===== src/rtl/jam_result_packer.sv =====
`default_nettype none
// ============================================================================
// Module      : jam_result_packer
// Description : Packs the JAM solver's 8-beat result burst (one job index
//               per worker plus a constant total cost) into a single 43-bit
//               entry {err, cost[9:0], assign[31:0]}. Entries are buffered in
//               a DEPTH-entry FIFO and presented over a valid/ready handshake.
//               Optional feature macro: JAM_PERM_CHECK_EN (flags entries whose
//               jobs are out of range 1..8 or repeat within a burst).
// Revision    : 1.0 - initial release
// ============================================================================
module jam_result_packer #(
    parameter int DEPTH = 4
) (
    input  logic        clk,
    input  logic        rst,
    input  logic        in_valid,
    input  logic [3:0]  in_job,
    input  logic [9:0]  in_cost,
    output logic        out_valid,
    input  logic        out_ready,
    output logic [31:0] out_assign,
    output logic [9:0]  out_cost,
    output logic        out_err,
    output logic [7:0]  drop_cnt,
    output logic        busy
);

    localparam int           c_AW       = $clog2(DEPTH);
    localparam logic [c_AW:0] c_DEPTH   = (c_AW + 1)'(DEPTH);
    // Beat counter doubles as collector state: 0 = IDLE, 1..7 = COLLECT
    localparam logic [2:0]   c_CNT_IDLE = 3'd0;
    localparam logic [2:0]   c_CNT_LAST = 3'd7;

    // ------------------------------------------------------------------
    // Collector state
    // ------------------------------------------------------------------
    logic [2:0]  r_cnt;
    logic [3:0]  r_slot [0:6];
    logic [9:0]  r_cost;
    logic        r_err;

    logic        w_idle;
    logic        w_last;
    logic        w_cost_mis;
    logic        w_job_bad;
    logic        w_push;
    logic [31:0] w_ent_assign;
    logic        w_ent_err;

    assign w_idle     = (r_cnt == c_CNT_IDLE);
    assign w_last     = (r_cnt == c_CNT_LAST);
    assign w_cost_mis = (in_cost != r_cost);
    // An entry is produced either by the 8th beat or by in_valid dropping mid-burst
    assign w_push     = !w_idle && (!in_valid || w_last);

`ifdef JAM_PERM_CHECK_EN
    logic [7:0] r_mask;
    logic [7:0] w_job_onehot;
    logic       w_in_range;

    assign w_in_range   = (in_job != 4'd0) && (in_job <= 4'd8);
    assign w_job_onehot = w_in_range ? (8'd1 << (in_job - 4'd1)) : 8'd0;
    // First beat of a burst only needs the range check; later beats also look for repeats
    assign w_job_bad    = !w_in_range || (!w_idle && ((r_mask & w_job_onehot) != 8'd0));

    // Seen-job mask, restarted by the first beat of every burst
    always_ff @(posedge clk) begin
        if (rst) begin
            r_mask <= 8'd0;
        end else if (in_valid) begin
            r_mask <= w_idle ? w_job_onehot : (r_mask | w_job_onehot);
        end
    end
`else
    assign w_job_bad = 1'b0;
`endif

    // Assemble the outgoing entry; nibbles past the collected beats stay zero
    always_comb begin
        w_ent_assign = 32'd0;
        for (int k = 0; k < 7; k++) begin
            if (3'(k) < r_cnt) begin
                w_ent_assign[4*k +: 4] = r_slot[k];
            end
        end
        if (in_valid && w_last) begin
            w_ent_assign[31:28] = in_job;
        end
        // A short burst is always an error; a full one carries the accumulated flags
        w_ent_err = !in_valid || r_err || w_cost_mis || w_job_bad;
    end

    // Beat counter, job slots, latched cost and sticky error flag
    always_ff @(posedge clk) begin
        if (rst) begin
            r_cnt  <= c_CNT_IDLE;
            r_cost <= 10'd0;
            r_err  <= 1'b0;
            for (int k = 0; k < 7; k++) begin
                r_slot[k] <= 4'd0;
            end
        end else if (in_valid) begin
            if (w_idle) begin
                r_slot[0] <= in_job;
                r_cost    <= in_cost;
                r_err     <= w_job_bad;
                r_cnt     <= 3'd1;
            end else if (!w_last) begin
                r_slot[r_cnt] <= in_job;
                r_err         <= r_err | w_cost_mis | w_job_bad;
                r_cnt         <= r_cnt + 3'd1;
            end else begin
                r_cnt <= c_CNT_IDLE;
            end
        end else begin
            r_cnt <= c_CNT_IDLE;
        end
    end

    // ------------------------------------------------------------------
    // Result FIFO
    // ------------------------------------------------------------------
    logic [42:0]     r_mem [0:DEPTH-1];
    logic [c_AW-1:0] r_wr_ptr;
    logic [c_AW-1:0] r_rd_ptr;
    logic [c_AW:0]   r_count;
    logic [7:0]      r_drop;

    logic        w_full;
    logic        w_pop;
    logic        w_push_ok;
    logic [42:0] w_head;

    assign w_full    = (r_count == c_DEPTH);
    assign w_pop     = out_valid && out_ready;
    // A full FIFO still accepts a push when the head leaves on the same edge
    assign w_push_ok = w_push && (!w_full || w_pop);
    assign w_head    = r_mem[r_rd_ptr];

    // Entry storage; contents are masked at the outputs while empty
    always_ff @(posedge clk) begin
        if (w_push_ok) begin
            r_mem[r_wr_ptr] <= {w_ent_err, r_cost, w_ent_assign};
        end
    end

    // Read/write pointers and occupancy
    always_ff @(posedge clk) begin
        if (rst) begin
            r_wr_ptr <= '0;
            r_rd_ptr <= '0;
            r_count  <= '0;
        end else begin
            if (w_push_ok) begin
                r_wr_ptr <= r_wr_ptr + 1'b1;
            end
            if (w_pop) begin
                r_rd_ptr <= r_rd_ptr + 1'b1;
            end
            if (w_push_ok && !w_pop) begin
                r_count <= r_count + 1'b1;
            end else if (w_pop && !w_push_ok) begin
                r_count <= r_count - 1'b1;
            end
        end
    end

    // Saturating count of entries lost to a full FIFO
    always_ff @(posedge clk) begin
        if (rst) begin
            r_drop <= 8'd0;
        end else if (w_push && !w_push_ok && (r_drop != 8'hFF)) begin
            r_drop <= r_drop + 8'd1;
        end
    end

    assign out_valid  = (r_count != '0);
    assign out_assign = out_valid ? w_head[31:0]  : 32'd0;
    assign out_cost   = out_valid ? w_head[41:32] : 10'd0;
    assign out_err    = out_valid ? w_head[42]    : 1'b0;
    assign drop_cnt   = r_drop;
    assign busy       = !w_idle;

endmodule
`default_nettype wire

===== config.mk =====
export PLATFORM = sky130hd
export DESIGN_NAME = jam_result_packer
export DESIGN_NICKNAME = d
export VERILOG_FILES = /design/src/rtl/jam_result_packer.sv
export SDC_FILE = /design/constraint.sdc
export NUM_CORES = 1
export LEC_CHECK = 0
export BUFFER_PORTS_ARGS = -buffer_cell sky130_fd_sc_hd__buf_2
export CORE_MARGIN = 10
export CORE_UTILIZATION = 54
export DETAILED_ROUTE_END_ITERATION = 10
export MAX_ROUTING_LAYER = met4
export PLACE_DENSITY = 0.72
export SLEW_MARGIN = 10
export SYNTH_ARGS = -nofsm -noshare
export SYNTH_HDL_FRONTEND = slang
export SYNTH_SLANG_ARGS = --single-unit

===== constraint.sdc =====
create_clock -name clk -period 3 [get_ports clk]
set_input_delay 0.9 -clock clk [delete_from_list [all_inputs] [get_ports clk]]
set_output_delay 0.9 -clock clk [all_outputs]
set_load 0.01 [all_outputs]

Word level (Yosys, flattened, before mapping)
Memory sizes are Yosys's and may differ from the RTL's. A register that Yosys moved wholly into a read port is not among the register bits. Cells that the tools add are included.

Register bits: 29. RAM bits: 200. Bits of input ports: 18. Logic and storage cells: 92. Memories: 2.

Add/sub/neg operators: 6. $lt $le $gt $ge: 7. Equality and inequality tests: 5. Muxes and demuxes: 36. Bitwise logic cells: 3. Reduce and logical (&&, ||, !) cells: 25.

Memories: r_mem (depth 4, bits a word 43, rd ports 1, clocked after Yosys merged registers in 1, write ports 1, line 124) `logic [42:0] r_mem [0:DEPTH-1];`; r_slot (depth 7, bits a word 4, rd ports 7, clocked after Yosys merged registers in 0, write ports 7, line 39) `logic [3:0] r_slot [0:6];`.

Operators by type and width (count): 4-bit two-way mux (10); 32-bit two-way mux (1); 1-bit two-way mux (19); 10-bit two-way mux (1); 10-bit inequality test (1); 3-bit < comparator, first input constant (3); 3-bit two-way mux (3); 8-bit by 1-bit adder with 8-bit output, second input constant (1); 1-bit logical AND (8); 8-bit inequality test, second input constant (1); 4-bit OR reduction (2); 3-bit by 1-bit adder with 3-bit output, second input constant (2); 3-bit equality test, second input constant (2); 1-bit by 3-bit < comparator with 1-bit output, first input constant (2); 2-bit by 3-bit < comparator with 1-bit output, first input constant (2); 1-bit logical NOT (5); 2-bit by 1-bit adder with 2-bit output, second input constant (2); 1-bit logical OR (4); 2-bit two-way mux (2); 2-bit AND reduction (2); 3-bit logical NOT (1); 3-bit nonzero test (1); 3-bit by 1-bit subtractor with 3-bit output, second input constant (1); 2-bit inequality test, second input constant (1); 4 further kinds (5).

Longest topological paths before layout
Gate-level depths: netlist of the first run.

Depth in word-level cells: 8. Gate-level depth with buffers: 12. Mapped depth without buffers: 10.

Least setup slack after synthesis of the first run
No wires, ideal clock.

Path kind: input to register. Start: in in_valid. End: mem r_mem[1][0] (enable). Library setup time: 0.405 ns. Data arrival time: 2.803 ns. Data required time: 2.595 ns. Setup slack: -0.207 ns. Stages: 4. Cells stage by stage: buf_2 > nor2b_1 > nor3_1 > and2_1.

Cells in the longest elaborated chain, start to end: 6.

Ends and longest elaborated chain: from (decl) (line 17) `input logic in_valid,`; 1-bit logical NOT (line 55) `assign w_push = !w_idle && (!in_valid || w_last);`; 1-bit logical OR (line 55); 1-bit logical AND (line 55); 1-bit logical AND (line 138) `assign w_push_ok = w_push && (!w_full || w_pop);`; net w_push_ok (line 132) `logic w_push_ok;`; 1-bit two-way mux (line 143) `if (w_push_ok) begin`; 1-bit two-way mux (not written as such) (line 144) `r_mem[r_wr_ptr] <= {w_ent_err, r_cost, w_ent_assign};`; to (decl) (line 124).

The timed path passes the listed nets, and every way through them passes these cells.

==> flow_summary.json, run 1 <==
{
  "holdWs_ps": 494,
  "nFillCells": 1201,
  "worstRegToRegCells": 10,
  "postSynthCellCount": 559,
  "ys_ff_latch": 231,
  "overflow": 0,
  "vias": 4918,
  "netlist_area_um2": 9270,
  "grt_start_max_net_pins": 44,
  "crit_cells": 4,
  "placed_area_um2": 9980,
  "fin_crit_sh": 0.977,
  "dpl.hpwl_um": 11800,
  "fin_area_um2": 10800,
  "die_h_um": 151,
  "insertion_delay_ps": 500,
  "hold_viol_final": 0,
  "final_net_count": 671,
  "fin_crit_ps": 2930,
  "cap_violations": 0,
  "synth_nets": 587,
  "synthFlopType": "edfxtp_1",
  "cts_buffer_depth": 3,
  "cts_tree": "done",
  "wire_per_inst_um": 20.9,
  "cp_slowest_cell": "mux4_2",
  "synth-edff-count": 196,
  "yosysWarnings": 0,
  "io_pins": 71,
  "setup_violations": 0,
  "critPathTopFamily": "multiplexers",
  "rsz0062_at_grt": "no",
  "clock_sinks": 231,
  "whs_path_depth": 2,
  "peakVddDrop_v": 0.000442,
  "async_reset_ff_frac": 0,
  "r2r-start": "r_cnt[0]",
  "pre_cts_ws_ps": 284,
  "multiInputGateArea_um2": 2540,
  "power.total_uw": 8210,
  "clock.fmax_ghz": 0.341,
  "fp.coreArea_um2": 16700,
  "required_ps": 2100,
  "endpoint_kind": "output port",
  "drive_above_1_share": 0.273,
  "htreeDepth": 1,
  "crit_type": "flip-flop to output port",
  "r2r-end": "r_count[2]",
  "syn2layout_area_growth_pct": 16.5,
  "worst_slack_ps": 70.1,
  "clockRootBuffer": "clkbuf_16",
  "crit_fanout": 21,
  "clkTransAtPathRegs_ps": 60,
  "cp-start-kind": "flip-flop",
  "place.gp.congestion": 0.877,
  "cpPeakStageDelay_ps": 530,
  "status": "finished clean",
  "skew_ps": 17.4,
  "drt_wl_total_um": 18400,
  "die_w_um": 151,
  "layout_commonest_cell": "edfxtp_1",
  "synth_cell_types": 34,
  "slew_violations": 0,
  "numCtsBuffers": 23,
  "design.die.area_um2": 22800,
  "r2r_slack_ps": 270,
  "layout.area.seq_um2": 6590,
  "grt_pass1_wl_um": 28500,
  "layout_common_cells": "196 x edfxtp_1, 67 x buf_2, 48 x and2_1, 48 x nor2_1, 43 x mux4_2",
  "row_count": 47,
  "tns_ps": 0,
  "grt_pass1_vias": 5218,
  "p_leak_uw": 0.00388,
  "avgSynthCellArea_um2": 16.6,
  "path_cells": "clkbuf_16 -> mux4_2 -> and2_1 -> buf_2",
  "maxSlewHeadroom": 0.549,
  "numPortBuffers": 70,
  "arrival_ps": 2030,
  "start_util": 0.555,
  "drcViolationCount": 0,
  "post-cts-setup-buffers": 0,
  "ant_nets": 0,
  "critPathCapture": "out_assign[19]",
  "worstMarginPinSlew_ps": 669,
  "num_antenna_cells": 0,
  "antenna_found_initial": 0,
  "ys_seq_area_frac": 0.711,
  "grtUsageTotal": 0.164,
  "power.density_nw_per_um2": 760,
  "drtIter0Drc": 273,
  "firstDrtPassIters": 5,
  "cp_num_buf_inv": 2,
  "vias_per_cell": 5.59,
  "hold_class": "flip-flop to flip-flop"
}
## kinds of logic (layout without fill, tap and decap cells)
family          Yosys count  count (layout)  synth area share
compound gates           23              23            0.0146
mux                      60              60             0.123
buf+inv                  40             141            0.0176
flops                   231             231             0.711
simple gates            179             179             0.105
xor+xnor                 16              16            0.0151
fa+ha+maj                10              10            0.0143
## through the flow
step	util	cells
finish	0.646	880
global route	0.646	880
CTS	0.643	878
detailed placement	0.597	836
global placement	0.597	836
floorplan	-	559
## final cells by class
cell class / count / share of cell area
Clock buffer: 31 / 0.0598
Clock inverter: 11 / 0.00742
Inverter: 12 / 0.00417
Multi-Input combinational cell: 288 / 0.235
Sequential cell: 231 / 0.611
Tap cell: 220 / 0.0255
Timing Repair Buffer: 87 / 0.0569
## how the worst min path moves through the flow
| stage | startpoint | to | slack [ps] |
|---|---|---|---|
| 2_1_floorplan | r_slot[6][0] | r_slot[6][0] | 450 |
| 6_report | r_slot[6][1] | r_slot[6][1] | 490 |
| 5_1_grt | r_slot[6][1] | r_slot[6][1] | 530 |
| 3_3_place_gp | drop_cnt[7] | drop_cnt[7] | 480 |
| 4_1_cts | r_slot[6][1] | r_slot[6][1] | 500 |
| 3_5_place_dp | r_slot[6][1] | r_slot[6][1] | 480 |
## synth_stat cells, types with 9 or more instances
cell      number  area share
nor2b_1       15       0.010
inv_1         11      0.0045
clkbuf_1      20      0.0081
a21oi_1       10      0.0054
nand2_1       10      0.0041
edfxtp_1     196        0.64
and3_1        15       0.010
nor2_1        48       0.019
and2_1        56       0.038
mux2i_1       17       0.018
dfxtp_1       35       0.076
ha_1           9       0.012
mux4_2        43        0.10
## routing by layer
metal,vias to the layer above,routed length [µm],GRT usage
li1,2267,-,-
met1,2488,7640,0.203
met2,135,9300,0.277
met3,28,1130,0.0295
met4,0,278,0.0375
met5,-,0,-
## flip-flops by register name, summed over array words and instances, names as in the netlist, named ones only
signal,cells
drop_cnt,8
r_cnt,3
r_cost,10
r_count,3
r_err,1
r_mem,172
r_rd_ptr,2
r_slot,28
r_wr_ptr,2
## where the power goes
| group | switching (µW) | internal (µW) |
|---|---|---|
| Clock | 1120 | 1590 |
| Sequential | 78.6 | 3550 |
| Combinational | 938 | 925 |
## worst register-to-register path: stages (launching register included)
cell     delay [ps]
dfxtp_1         550
inv_1           150
ha_1            270
nor2b_2         200
nor3_2          240
ha_1            210
inv_1            60
fa_1            370
xor2_1          180
or3_1           310
a21oi_1         130
## timing repair
action | 4_1_cts | 5_1_grt
hold buffers | 0 | 0
resized for setup | 8 | 2
pin swaps | 7 | 0
endpoints found under the setup margin | 15 | 44
hold endpoints to repair | 0 | 0
cloned | 0 | 2
Note: power is estimated with default switching activity, not from simulation.
==> inputs of run 2 (changes only) <==
- PLACE_DENSITY: 0.72 -> not set
- PLACE_DENSITY_LB_ADDON: not set -> 0.2
- clock period: 3 -> 2.4 ns (I/O delays scaled with it)
==> run 2 against run 1 <==
  * Utilization up 1.8 points
  * Sequential power is 25% higher
  * Largest power group unchanged
  * The run now ends with negative setup slack left
  * Routed wire length up 1.9%
  * Critical endpoint is now out_assign[3]
==> flow_summary.json, run 2 (same netlist as run 1, synthesis figures left out) <==
{
  "setup_violations": 43,
  "violations": "negative setup slack",
  "vias_per_cell": 5.57,
  "p_sw_frac": 0.257,
  "numCtsBuffers": 23,
  "numPortBuffers": 70,
  "cts_buffer_depth": 3,
  "cts_hold_buf": 0,
  "dpl.hpwl_um": 11800,
  "status": "complete, but fails checks",
  "hold_class": "primary input to flip-flop",
  "io_pins": 71,
  "skew_ps": 12.3,
  "r2r-end": "r_count[2]",
  "final_net_count": 686,
  "wire_per_inst_um": 20.9,
  "p_clk_frac": 0.317,
  "holdCritStartpoint": "in_cost[6]",
  "cp-start-kind": "flip-flop",
  "clock_sinks": 231,
  "top_regs": "r_mem (172), r_slot (28), r_cost (10)",
  "r2r_slack_ps": 120,
  "p_seq_frac": 0.423,
  "clkTransAtPathRegs_ps": 60,
  "drt_wl_total_um": 18700,
  "critPathCapture": "out_assign[3]",
  "drtIter0Drc": 351,
  "clockRootBuffer": "clkbuf_16",
  "design.die.area_um2": 22800,
  "p_leak_uw": 0.00400,
  "internal-power_uw": 7940,
  "cap_violations": 0,
  "power.density_nw_per_um2": 965,
  "ant_nets": 0,
  "crit_type": "flip-flop to output port",
  "rsz0062_at_grt": "yes",
  "start_util": 0.555,
  "peakVddDrop_v": 0.000962,
  "drive_above_1_share": 0.316,
  "cts_tree": "done",
  "worst_slack_ps": -259,
  "syn2layout_area_growth_pct": 19.6,
  "row_count": 47,
  "layout_common_cells": "196 x edfxtp_1, 55 x buf_2, 48 x nor2_1",
  "hold_viol_final": 0,
  "htreeDepth": 1,
  "vias": 4976,
  "die_w_um": 151,
  "num_antenna_cells": 0,
  "power.total_uw": 10700,
  "arrival_ps": 1940,
  "fin_crit_ps": 2660,
  "antenna_found_initial": 0,
  "endpoint_kind": "output port",
  "firstDrtPassIters": 5,
  "largest_reg_flops": 172,
  "drcViolationCount": 0,
  "grt_pass1_wl_um": 29400,
  "slew_violations": 0,
  "die_h_um": 151,
  "crit_fanout": 5,
  "maxSlewHeadroom": 0.599,
  "fp.coreArea_um2": 16700,
  "overflow": 0,
  "grtUsageTotal": 0.172,
  "grt_start_max_net_pins": 44,
  "tns_ps": -9290,
  "switching_power_uw": 2750,
  "insertion_delay_ps": 490,
  "nFillCells": 1140,
  "clock.fmax_ghz": 0.376,
  "grt_pass1_vias": 5281,
  "fin_crit_sh": 1.11,
  "layout_commonest_cell": "edfxtp_1",
  "r2r-start": "r_cnt[0]",
  "worstRegToRegCells": 11,
  "worstMarginPinSlew_ps": 594,
  "required_ps": 1680,
  "place.gp.congestion": 0.815,
  "pwr-share-comb": 0.259,
  "regMostFlops": "r_mem"
}
-- run 2: changes by cell type in the layout (fill, tap and decap cells not counted), sizes merged --
cell	delta
buf	+17
clkbuf	-2
bufinv	+1
clkinv	-1
inv	-1
-- run 2: worst min path at each step --
stage / slack (ps) / to / cells past startpoint
after floorplan: 450 / r_slot[6][0] / 2
after global placement: 470 / r_slot[6][0] / 2
after detailed placement: 480 / r_slot[6][2] / 2
after CTS: 480 / r_cost[6] / 3
after global routing: 510 / r_cost[2] / 3
final: 500 / r_cost[6] / 3
-- run 2: area by class of cell --
class                           instances  area [µm²]  area share
Timing Repair Buffer                  102         848      0.0765
Multi-Input combinational cell        288        2610       0.235
Clock buffer                           31         616      0.0555
Clock inverter                         10        98.8     0.00892
Inverter                               12        47.5     0.00429
Tap cell                              220         275      0.0248
Sequential cell                       231        6590       0.595
-- run 2: power by group through the flow --
stage	Clock (µW)	Combinational, µW	Sequential, µW
after floorplan	0	1460	4570
after detailed placement	0	2310	4600
after global placement	0	2280	4590
after CTS	3440	2710	4520
final	3400	2770	4530
after global routing	3600	3010	4540
-- run 2: worst max-delay path, stage by stage, from the launching register on --
cell and delay [ps]:
dfxtp_4 410, buf_12 140, buf_16 130, mux4_2 490
and2_4 170, buf_6 110
-- run 2: stage by stage --
step                      setup slack [ps]  hold WS (ps)  area [µm²]  utilization  instances
final                                 -259           499       11100        0.664        894
after global routing                  -316           513       11100        0.664        894
after CTS                             -322           485       11000        0.661        897
after detailed placement             -7.77           477       10100        0.605        847
after global placement                40.4           467       10100        0.605        847
after floorplan                      -50.3           452        9330            -        559
-- run 2: per-layer routing --
layer,track usage,vias to the layer above,share of wire
li1,-,2299,-
met5,-,-,0
met4,0.0414,0,0.016
met1,0.214,2488,0.42
met2,0.289,159,0.51
met3,0.0316,30,0.059
-- run 2: timing repair --
| item | in CTS | in global routing |
|---|---|---|
| pin swaps | 1 | 7 |
| setup endpoints to repair | 44 | 46 |
| resized for setup | 17 | 30 |
| buffers inserted | 5 | 0 |
| cloned | 4 | 0 |
==> inputs of run 3 (changes only) <==
- CORE_ASPECT_RATIO: not set -> 0.7
==> run 3 against run 2 <==
  * The run still ends with negative setup slack left
  * Design area is 1.7% higher
  * Sequential power about the same
  * Clock-buffer cell count is 3 higher
  * Routed wire length shrank 0.99%
  * Power rose by 3.7%
  * Via count increased by 1.0%
  * Utilization grew 1.5 points
  * Non-clock buffer count down 1
  * Clock skew down 2.8 ps
  * Sequential share of layout area decreased by 0.97 points
  * Critical endpoint is now out_cost[1]
  * Highest routed layer unchanged
==> flow_summary.json, run 3 (same netlist as run 1, synthesis figures left out) <==
{
  "drive_above_1_share": 0.338,
  "power.density_nw_per_um2": 984,
  "wl_met3_um": 1070,
  "hold_class": "primary input to flip-flop",
  "clock_sinks": 231,
  "peakVddDrop_v": 0.000933,
  "status": "complete, but fails checks",
  "p_leak_uw": 0.00404,
  "switching_power_uw": 2810,
  "clkTransAtPathRegs_ps": 70,
  "grt_pass1_vias": 5196,
  "antenna_found_initial": 2,
  "power.total_uw": 11100,
  "worst_slack_ps": -348,
  "row_count": 39,
  "top_layer_used": "met4",
  "slew_violations": 0,
  "layout_common_cells": "196 x edfxtp_1, 48 x nor2_1, 43 x mux4_2",
  "p_clk_frac": 0.306,
  "fin_crit_sh": 1.14,
  "grtUsageTotal": 0.167,
  "insertion_delay_ps": 500,
  "maxSlewHeadroom": 0.562,
  "firstDrtPassIters": 5,
  "die_w_um": 177,
  "vias": 5027,
  "crit_type": "flip-flop to output port",
  "final_net_count": 684,
  "layout_commonest_cell": "edfxtp_1",
  "regMostFlops": "r_mem",
  "nFillCells": 1099,
  "ant_nets": 0,
  "largest_reg_flops": 172,
  "fin_util": 0.679,
  "p_seq_frac": 0.409,
  "htreeDepth": 1,
  "fin_crit_ps": 2750,
  "syn2layout_area_growth_pct": 21.6,
  "required_ps": 1680,
  "p_sw_frac": 0.254,
  "die_h_um": 130,
  "fp.coreArea_um2": 16600,
  "worstMarginPinSlew_ps": 656,
  "skew_ps": 9.49,
  "io_pins": 71,
  "place.gp.congestion": 0.861,
  "cts_hold_buf": 0,
  "overflow": 0,
  "numPortBuffers": 70,
  "internal-power_uw": 8280,
  "top_regs": "r_mem (172), r_slot (28), r_cost (10)",
  "hold_viol_final": 0,
  "violations": "negative setup slack",
  "grt_pass1_wl_um": 29000,
  "clock.fmax_ghz": 0.364,
  "clockRootBuffer": "clkbuf_16",
  "tns_ps": -11950,
  "setup_violations": 43,
  "drcViolationCount": 0,
  "dpl.hpwl_um": 11200,
  "design.die.area_um2": 22900,
  "pwr-share-comb": 0.285,
  "rsz0062_at_grt": "yes",
  "drt-met1-wl_um": 8560,
  "drtIter0Drc": 432,
  "crit_fanout": 8,
  "vias_per_cell": 5.59,
  "start_util": 0.559,
  "cts_tree": "done",
  "cap_violations": 0,
  "cts_buffer_depth": 3,
  "wl_met2_um": 8520,
  "cp-start-kind": "flip-flop",
  "drt_wl_total_um": 18500,
  "endpoint_kind": "output port",
  "grt_start_max_net_pins": 46,
  "wire_per_inst_um": 20.6,
  "numCtsBuffers": 22,
  "arrival_ps": 2030
}
==> run 3: worst max-delay path, cell delays in order (launching register included) <==
cell	delay (ps)
dfxtp_4	400
buf_12	120
buf_12	140
mux4_2	570
and2_4	190
buf_6	110
==> run 3: what timing repair did <==
action / 4_1_cts / 5_1_grt
pin swaps: 0 / 9
buffers inserted: 3 / 3
cloned: 4 / 0
setup endpoints to repair: 45 / 47
gates resized for setup: 42 / 37
==> run 3: per-stage QoR <==
step / instances / cell area (µm²) / hold slack [ps] / setup WS (ps)
after CTS: 895 / 11100 / 475 / -347
final: 899 / 11300 / 484 / -348
after global placement: 848 / 10100 / 468 / 58.7
after detailed placement: 848 / 10100 / 482 / -23.5
after floorplan: 559 / 9330 / 452 / -50.3
after global routing: 899 / 11300 / 489 / -385
==> run 3: path summary, 6_finish.rpt <==
kind / from / to / slack [ps] / cells past startpoint
worst min-delay path: in_cost[1] / r_cost[1] / 480 / 3
worst max register to register: r_cnt[1] / r_count[2] / 170 / 10
worst min register to register: r_slot[6][0] / r_slot[6][0] / 500 / 2
worst max-delay path: flip-flop / out_cost[1] / -350 / 5
==> run 3: final cells by class <==
| type | instances | area [µm²] | share of cell area |
|---|---|---|---|
| Multi-Input combinational cell | 288 | 2660 | 0.236 |
| Antenna cell | 2 | 5.00 | 0.000444 |
| Inverter | 12 | 45.0 | 0.00400 |
| Clock inverter | 6 | 56.3 | 0.00500 |
| Sequential cell | 231 | 6590 | 0.585 |
| Clock buffer | 34 | 667 | 0.0592 |
| Timing Repair Buffer | 101 | 962 | 0.0854 |
| Tap cell | 225 | 282 | 0.0250 |
==> run 3: per-layer routing <==
metal,vias up,GRT usage
met5,-,-
met4,0,0.0389
met3,27,0.0331
met2,148,0.251
met1,2551,0.233
li1,2301,-
==> run 3: power by group through the flow <==
stage / registers [µW] / clock network (µW) / logic [µW]
detailed placement: 4600 / 0 / 2270
CTS: 4520 / 3450 / 2950
finish: 4530 / 3390 / 3170
floorplan: 4570 / 0 / 1460
global placement: 4590 / 0 / 2250
global route: 4540 / 3610 / 3410
